File: src/rtl/sr04_multi_ranger.sv
// sr04_multi_ranger
//   Round-robin ranging engine for CH HC-SR04 ultrasonic sensors. Fires one
//   trigger at a time, times the returned echo in 1 us ticks, converts the
//   echo width to centimetres (58 us per cm) and reports each channel's
//   distance plus a timeout flag. Supports a single sweep and continuous
//   auto-repeat.
//
// Ports:
//   clk       system clock
//   rst       synchronous active-low reset
//   start     1-cycle pulse, begins a sweep when idle
//   auto_en   restart the sweep after the last channel when high
//   echo      raw asynchronous echo inputs, one per channel
//   trig      trigger outputs, at most one bit high
//   distance  packed distances, channel k at [k*DIST_W +: DIST_W]
//   valid     1-cycle pulse when channel k's distance updates
//   err       per-channel timeout flag
//   busy      high whenever the engine is not idle
//   state     current FSM state code
//
// state | meaning
// ------+-------------------------------------------------------------
// IDLE  | waiting for start
// TRIG  | trig[ch] high for TRIG_US ticks
// WAIT  | waiting for a true 0->1 edge on echo[ch], TIMEOUT_US limit
// MEAS  | counting cm while echo[ch] is high, TIMEOUT_US limit
// GAP   | quiet time of GAP_US ticks, then next channel / repeat / idle

module sr04_multi_ranger #(
  parameter int CLK_HZ     = 100_000_000,
  parameter int CH         = 2,
  parameter int DIST_W     = 9,
  parameter int TRIG_US    = 10,
  parameter int TIMEOUT_US = 30000,
  parameter int GAP_US     = 60000,
  parameter int MAX_CM     = 400
) (
  input  logic                 clk,
  input  logic                 rst,
  input  logic                 start,
  input  logic                 auto_en,
  input  logic [CH-1:0]        echo,
  output logic [CH-1:0]        trig,
  output logic [CH*DIST_W-1:0] distance,
  output logic [CH-1:0]        valid,
  output logic [CH-1:0]        err,
  output logic                 busy,
  output logic [2:0]           state
);

  localparam int DIV     = CLK_HZ / 1_000_000;
  localparam int DIV_W   = (DIV > 1) ? $clog2(DIV) : 1;
  localparam int CH_W    = (CH > 1) ? $clog2(CH) : 1;
  localparam int TMR_A   = (TIMEOUT_US > GAP_US) ? TIMEOUT_US : GAP_US;
  localparam int TMR_MAX = (TMR_A > TRIG_US) ? TMR_A : TRIG_US;
  localparam int TMR_W   = $clog2(TMR_MAX + 1);

  localparam logic [DIV_W-1:0]  DIV_LD  = DIV_W'(DIV - 1);
  localparam logic [TMR_W-1:0]  TRIG_LD = TMR_W'(TRIG_US);
  localparam logic [TMR_W-1:0]  TMO_LD  = TMR_W'(TIMEOUT_US);
  localparam logic [TMR_W-1:0]  GAP_LD  = TMR_W'(GAP_US);
  localparam logic [DIST_W-1:0] MAX_V   = DIST_W'(MAX_CM);
  localparam logic [CH_W-1:0]   LAST_CH = CH_W'(CH - 1);
  localparam logic [5:0]        SUB_LD  = 6'd57;

  typedef enum logic [2:0] {
    S_IDLE = 3'd0,
    S_TRIG = 3'd1,
    S_WAIT = 3'd2,
    S_MEAS = 3'd3,
    S_GAP  = 3'd4
  } state_t;

  state_t              state_q, state_d;
  logic [CH_W-1:0]     ch_q, ch_d;
  logic [DIV_W-1:0]    div_q, div_d;
  logic [TMR_W-1:0]    timer_q, timer_d;
  logic [DIST_W-1:0]   cm_q, cm_d;
  logic [5:0]          sub_q, sub_d;
  logic [CH*DIST_W-1:0] dist_q, dist_d;
  logic [CH-1:0]       err_q, err_d;
  logic [CH-1:0]       valid_q, valid_d;
  logic [CH-1:0]       sync1_q, sync1_d;
  logic [CH-1:0]       sync2_q, sync2_d;
  logic [CH-1:0]       prev_q, prev_d;

  logic tick;
  logic echo_rise;
  logic echo_fall;

  // Free-running 1 us timebase: tick fires whenever the divider reaches 0.
  always_comb begin
    tick  = (div_q == '0);
    div_d = tick ? DIV_LD : div_q - 1'b1;
  end

  // Two-flop synchroniser plus one more stage to compare against for edges.
  always_comb begin
    sync1_d   = echo;
    sync2_d   = sync1_q;
    prev_d    = sync2_q;
    echo_rise = sync2_q[ch_q] & ~prev_q[ch_q];
    echo_fall = ~sync2_q[ch_q] & prev_q[ch_q];
  end

  always_comb begin
    state_d = state_q;
    ch_d    = ch_q;
    timer_d = timer_q;
    cm_d    = cm_q;
    sub_d   = sub_q;
    dist_d  = dist_q;
    err_d   = err_q;
    valid_d = '0;

    // The down-counter idles at zero; each state treats zero as terminal count.
    if (state_q != S_IDLE && tick && timer_q != '0) begin
      timer_d = timer_q - 1'b1;
    end

    case (state_q)
      S_IDLE: begin
        if (start) begin
          state_d = S_TRIG;
          ch_d    = '0;
          timer_d = TRIG_LD;
        end
      end

      S_TRIG: begin
        if (timer_q == '0) begin
          state_d = S_WAIT;
          timer_d = TMO_LD;
        end
      end

      S_WAIT: begin
        if (echo_rise) begin
          state_d = S_MEAS;
          timer_d = TMO_LD;
          cm_d    = '0;
          sub_d   = SUB_LD;
        end else if (timer_q == '0) begin
          err_d[ch_q] = 1'b1;
          state_d     = S_GAP;
          timer_d     = GAP_LD;
        end
      end

      S_MEAS: begin
        // 58 ticks per centimetre, saturating at MAX_CM.
        if (tick) begin
          if (sub_q == '0) begin
            sub_d = SUB_LD;
            if (cm_q != MAX_V) begin
              cm_d = cm_q + 1'b1;
            end
          end else begin
            sub_d = sub_q - 1'b1;
          end
        end
        if (echo_fall) begin
          dist_d[int'(ch_q)*DIST_W +: DIST_W] = cm_q;
          valid_d[ch_q] = 1'b1;
          err_d[ch_q]   = 1'b0;
          state_d       = S_GAP;
          timer_d       = GAP_LD;
        end else if (timer_q == '0) begin
          err_d[ch_q] = 1'b1;
          state_d     = S_GAP;
          timer_d     = GAP_LD;
        end
      end

      S_GAP: begin
        if (timer_q == '0) begin
          if (ch_q != LAST_CH) begin
            ch_d    = ch_q + 1'b1;
            state_d = S_TRIG;
            timer_d = TRIG_LD;
          end else if (auto_en) begin
            ch_d    = '0;
            state_d = S_TRIG;
            timer_d = TRIG_LD;
          end else begin
            ch_d    = '0;
            state_d = S_IDLE;
          end
        end
      end

      default: begin
        state_d = S_IDLE;
      end
    endcase
  end

  always_ff @(posedge clk) begin
    if (!rst) begin
      state_q <= S_IDLE;
      ch_q    <= '0;
      div_q   <= '0;
      timer_q <= '0;
      cm_q    <= '0;
      sub_q   <= '0;
      dist_q  <= '0;
      err_q   <= '0;
      valid_q <= '0;
      sync1_q <= '0;
      sync2_q <= '0;
      prev_q  <= '0;
    end else begin
      state_q <= state_d;
      ch_q    <= ch_d;
      div_q   <= div_d;
      timer_q <= timer_d;
      cm_q    <= cm_d;
      sub_q   <= sub_d;
      dist_q  <= dist_d;
      err_q   <= err_d;
      valid_q <= valid_d;
      sync1_q <= sync1_d;
      sync2_q <= sync2_d;
      prev_q  <= prev_d;
    end
  end

  // trig decodes straight from the state register so a reset drops it on
  // the same edge that returns the FSM to IDLE.
  always_comb begin
    trig = '0;
    if (state_q == S_TRIG) begin
      trig[ch_q] = 1'b1;
    end
  end

  assign distance = dist_q;
  assign valid    = valid_q;
  assign err      = err_q;
  assign busy     = (state_q != S_IDLE);
  assign state    = state_q;

endmodule

File: config.mk
export PLATFORM = sky130hd
export DESIGN_NAME = sr04_multi_ranger
export DESIGN_NICKNAME = d
export VERILOG_FILES = /design/src/rtl/sr04_multi_ranger.sv
export SDC_FILE = /design/constraint.sdc
export NUM_CORES = 1
export LEC_CHECK = 0
export ABC_AREA = 1
export CAP_MARGIN = 15
export CORE_UTILIZATION = 43
export CTS_CLUSTER_SIZE = 28
export DETAILED_ROUTE_END_ITERATION = 10
export PLACE_DENSITY = 0.67
export SLEW_MARGIN = 20
export SYNTH_ARGS = -nofsm -noshare
export SYNTH_HDL_FRONTEND = slang
export SYNTH_SLANG_ARGS = --single-unit
File: constraint.sdc
create_clock -name clk -period 4.61 [get_ports clk]
set_input_delay 1.1525 -clock clk [delete_from_list [all_inputs] [get_ports clk]]
set_output_delay 1.1525 -clock clk [all_outputs]
set_load 0.01 [all_outputs]
==> results of run 1 <==
==> logic make-up after synthesis <==
kind of cell | synth area share (%)
xor+xnor | 3.621
simple gates | 35.38
buf+inv | 9.345
flops | 38.62
compound gates | 10.28
fa+ha+maj | 2.759
==> per-layer routing <==
layer / global-route usage (%) / up-vias / wire, microns
li1: - / 1786 / -
met4: 8.846 / 0 / 142
met2: 33.76 / 79 / 4030
met1: 28.54 / 1572 / 4266
met3: 4.126 / 13 / 361
met5: 0 / - / 0
==> path summary, 6_finish.rpt <==
kind	endpoint	slack [ns]	cells past startpoint
worst min-delay path	prev_d[1]$_SDFF_PN0_	0.42	2
worst min register to register	prev_d[1]$_SDFF_PN0_	0.42	2
worst max-delay path	trig[0]	1.43	5
worst max register to register	cm_q[5]$_SDFFE_PN0P_	2.42	10
==> power by group <==
group / switching [mW] / leakage, nW / total, mW / internal, mW
Combinational: 0.791 / 1.26 / 1.20 / 0.410
Sequential: 0.0847 / 0.568 / 0.777 / 0.692
Clock: 0.251 / 0.104 / 0.559 / 0.309
==> area by class of cell <==
class / count / area, sq um
fillers: 836 / 3906
well taps: 105 / 131.4
clock buffers: 10 / 127.6
inverters: 77 / 290.3
repair buffers: 34 / 337.8
multi-input cells: 380 / 1888
clock inverters: 6 / 92.59
flip-flops and latches: 70 / 1401
==> state kept, by name, summed over array words and instances, names as in the netlist <==
name      flops
distance     18
timer_q      16
cm_q          9
state         3
sync1_q       2
valid         2
prev_q        2
err           2
div_q         7
sub_q         6
ch_q          1
prev_d        2
==> layout by cell type (no fill, tap or decap), types with 3 or more instances in the layout <==
| cell type | n |
|---|---|
| a21oi_1 | 23 |
| nand2_1 | 135 |
| nor2_1 | 62 |
| inv_2 | 13 |
| ha_1 | 8 |
| nor3_1 | 7 |
| xor2_1 | 11 |
| clkdlybuf4s50_1 | 33 |
| o21ai_1 | 20 |
| dfxtp_1 | 70 |
| inv_1 | 63 |
| xnor2_1 | 4 |
| a211oi_1 | 4 |
| clkbuf_8 | 9 |
| o21ai_0 | 10 |
| nand2_2 | 3 |
| nor2_2 | 8 |
| nand3_1 | 55 |
| nand4_1 | 8 |
==> through the flow <==
step | instances | area (sq um) | power, mW | utilization [%] | setup WS (ns)
2_1_floorplan | 537 | 3628 | 1.694 | - | 2.408
3_3_place_gp | 666 | 4049 | 1.966 | 49.53 | 1.858
3_5_place_dp | 666 | 4049 | 1.968 | 49.53 | 1.809
4_1_cts | 682 | 4269 | 2.533 | 52.22 | 1.434
5_1_grt | 682 | 4269 | 2.748 | 52.22 | 1.286
6_report | 682 | 4269 | 2.537 | 52.22 | 1.430
==> worst max-delay path: cells and delay by family, from the launching register on <==
kind          cells  cell delay, ns
buf+inv           3            0.77
flops             1            0.43
simple gates      2            0.48
==> results.yml, run 1 <==
status:
  outcome: "finished clean"
clocking:
  clock-root-buffer: "clkbuf_8"
  numCtsBuffers: 9
  clkLatencyLatePin_ns: 0.35
  htreeDepth: 3
  clk_pin_slew_ns: 0.07
  cts_tree: "yes"
  ctsHoldBuffers: 0
  cts_buffer_depth: 2
  cts_setup_buffers: 0
  post_cts_resized: 0
  cts.sinks: 70
synthesis:
  synth_top_cells_by_count: "nand2_1, dfxtp_1, inv_1, nor2_1, nand3_1"
  syn_nets: 551
  synth-seq-cells: 70
  synth_cells: 537
  yosysWarnings: 0
  yosysMostFrequentCell: "nand2_1"
  synth_top_area_share_pct: 38.62
  synth_edf_count: 0
  synth_area_sq_um: 3628
  syn-mean-instance-area_sq_um: 6.757
  ys.flop_type: "dfxtp_1"
  synth.distinct_cells: 39
  async_reset_ff_share_pct: 0
  synth_area_leaders: "dfxtp_1, nand2_1, nand3_1"
  synth_top_cell_by_area: "dfxtp_1"
  ys_seq_area_share_pct: 38.62
timing:
  holdWs_ns: 0.4200
  setup_viol: 0
  max_freq_ghz: 0.3145
  final-hold-violation-count: 0
  rsz0062_at_grt: "false"
  post-route-period-util_pct: 68.98
  tightest_slew_ns: 0.8385
  slew_violations: 0
  fin_skew_ns: 0.006750
  timing.setup.tns_ns: 0
  slew_headroom_pct: 44.04
  period_minus_slack_ns: 3.180
worst_setup_path:
  startpoint: "state[0]$_SDFFE_PN0P_"
  start_kind: "flip-flop"
  cp.required_ns: 3.46
  crit_arrival_ns: 2.03
  r2r_start: "state[2]$_SDFFE_PN0P_"
  cpPeakStageDelay_ns: 0.54
  path_max_fanout: 7
  critical_path_class: "flip-flop to output pin"
  worstPathCellList: "inv_2 > nor3_2 > inv_1 > nor2_1 > clkdlybuf4s50_1"
  crit_path_top_delay_cell: "clkdlybuf4s50_1"
  endpoint_kind: "output pin"
global_routing:
  grt_max_degree: 40
  antenna_found_initial: 0
  overflow: 0
  grt_pass1_vias: 3087
  grt_pass1_wl_microns: 14630
  track_usage_pct: 21.42
finish:
  fin_nets: 586
  n_antenna_cell: 0
  drive_gt1_share_pct: 8.666
  area_delta_synth_final_pct: 17.66
placed_design:
  routabilityCongestion: 0.9092
  io_buffers: 33
  hpwlAfterDp_microns: 6470
power_and_ir_drop:
  leakagePower_nw: 1.933
  max-vdd-ir-drop_v: 0.0002472
  power.density_nw_per_um2: 594.3
floorplanning:
  die_area_sq_um: 8810
  initial_core_util_pct: 44.38
  ios: 34
  coreArea_sq_um: 8175
  num_rows: 33
  die-height_microns: 93.86
  die_w_microns: 93.86
route:
  vias: 3450
  drt_iter0_markers: 206
  ant_nets: 0
  first_pass_iters: 5
  wl_per_cell_microns: 12.90
  drc: 0
  routed_via_density: 5.059
  routed_wl_microns: 8801
run:
  cap_violations: 0
worst_hold_path:
  hold_class: "flip-flop to flip-flop"
  holdCritStartpoint: "sync1_q[1]$_SDFF_PN0_"
No activity file was read; power rests on OpenSTA's default activity.
==> inputs of run 2 (changes only) <==
==> constraint.sdc (replaced) <==
create_clock -name clk -period 3.2 [get_ports clk]
set_input_delay 0.8 -clock clk [delete_from_list [all_inputs] [get_ports clk]]
set_output_delay 0.8 -clock clk [all_outputs]
set_load 0.01 [all_outputs]
==> results.yml, run 2 (same netlist as run 1, synthesis figures left out) <==
status:
  outcome: "finished clean"
clocking:
  htreeDepth: 3
  clkLatencyLatePin_ns: 0.35
  cts.sinks: 70
  clock-root-buffer: "clkbuf_8"
  cts_setup_buffers: 0
  post_cts_resized: 0
  clk_pin_slew_ns: 0.07
  ctsHoldBuffers: 0
  cts_tree: "yes"
  numCtsBuffers: 9
  cts_buffer_depth: 2
floorplanning:
  ios: 34
  num_rows: 33
  die_area_sq_um: 8810
  die-height_microns: 93.86
  initial_core_util_pct: 44.38
  coreArea_sq_um: 8175
  die_w_microns: 93.86
route:
  drc: 0
  drt_iter0_markers: 190
  vias: 3481
  ant_nets: 0
  first_pass_iters: 5
  routed_wl_microns: 8831
  wl_per_cell_microns: 12.91
  routed_via_density: 5.089
worst_setup_path:
  cp.required_ns: 2.40
  startpoint: "state[0]$_SDFFE_PN0P_"
  critical_path_class: "flip-flop to output pin"
  r2r_start: "div_q[0]$_SDFF_PN0_"
  path_max_fanout: 7
  start_kind: "flip-flop"
  crit_arrival_ns: 2.01
  endpoint_kind: "output pin"
worst_hold_path:
  hold_class: "flip-flop to flip-flop"
  holdCritStartpoint: "sync1_q[1]$_SDFF_PN0_"
global_routing:
  grt_max_degree: 40
  grtUsageMet3_pct: 3.641
  antenna_found_initial: 0
  grt_pass1_vias: 3198
  busiest_layer: "met2"
  grt_pass1_wl_microns: 14940
  overflow: 0
  grtUsageMet1_pct: 29.24
  track_usage_pct: 21.79
  met2_usage_pct: 35.64
power_and_ir_drop:
  max-vdd-ir-drop_v: 0.0003555
  leakagePower_nw: 1.942
  power.density_nw_per_um2: 845.0
placed_design:
  hpwlAfterDp_microns: 6512
  io_buffers: 33
  dpl.cell_count: 668
  routabilityCongestion: 0.9053
finish:
  stdcell_count: 684
  fin_nets: 588
  layout_commonest_cell: "nand2_1"
  final_core_util_pct: 52.23
  final_cell_mix: "nand2_1, dfxtp_1, inv_1"
  largest_reg_flops: 18
  area_delta_synth_final_pct: 17.69
  n_antenna_cell: 0
  drive_gt1_share_pct: 9.154
timing:
  holdWs_ns: 0.4209
  max_freq_ghz: 0.3554
  timing.setup.tns_ns: 0
  slew_headroom_pct: 61.65
  fin_skew_ns: 0.01057
  setup_viol: 0
  tightest_slew_ns: 0.5746
  period_minus_slack_ns: 2.814
  slew_violations: 0
  rsz0062_at_grt: "false"
  final-hold-violation-count: 0
  post-route-period-util_pct: 87.94
run:
  cap_violations: 0
-- run 2: area by class of cell --
type	count	area (sq um)
clock buffer	10	137.6
clock inverter	6	68.82
fill	837	3905
inverter	77	290.3
multi-input combinational	380	1888
sequential	70	1401
tap	105	131.4
timing repair buffer	36	352.8
-- run 2: metal layers --
| metal | share of wire (%) | routed length, microns |
|---|---|---|
| met5 | 0 | 0 |
| met4 | 1.8 | 159 |
| met3 | 5.1 | 451 |
| met2 | 46 | 4046 |
| met1 | 47 | 4174 |
-- run 2: metrics by stage --
stage               worst slack (ns)  power (mW)  cell area (sq um)
floorplan                      1.350       2.440               3628
global placement              0.8202       2.824               4064
detailed placement            0.7718       2.839               4064
CTS                           0.3853       3.595               4270
global route                  0.2670       3.911               4270
finish                        0.3859       3.608               4270
-- run 2: power by group --
group          total (mW)  switching [mW]  internal [mW]
clock               0.737           0.352          0.385
sequential           1.12           0.119          0.997
combinational        1.76            1.16          0.594
total                3.61            1.63           1.98
-- run 2: worst max-delay path, cell delays in order (launching register included) --
cell and delay [ns]:
dfxtp_1 0.42, inv_2 0.06, nor3_2 0.36, inv_1 0.17, nor2_1 0.12, clkdlybuf4s50_1 0.54
-- run 2: worst paths after layout --
| kind | end | slack [ns] | cells after the start |
|---|---|---|---|
| worst max-delay path | trig[0] | 0.39 | 5 |
| worst min-delay path | prev_d[1]$_SDFF_PN0_ | 0.42 | 2 |
| worst max register to register | timer_q[4]$_SDFF_PN0_ | 1.12 | 15 |
| worst min register to register | prev_d[1]$_SDFF_PN0_ | 0.42 | 2 |
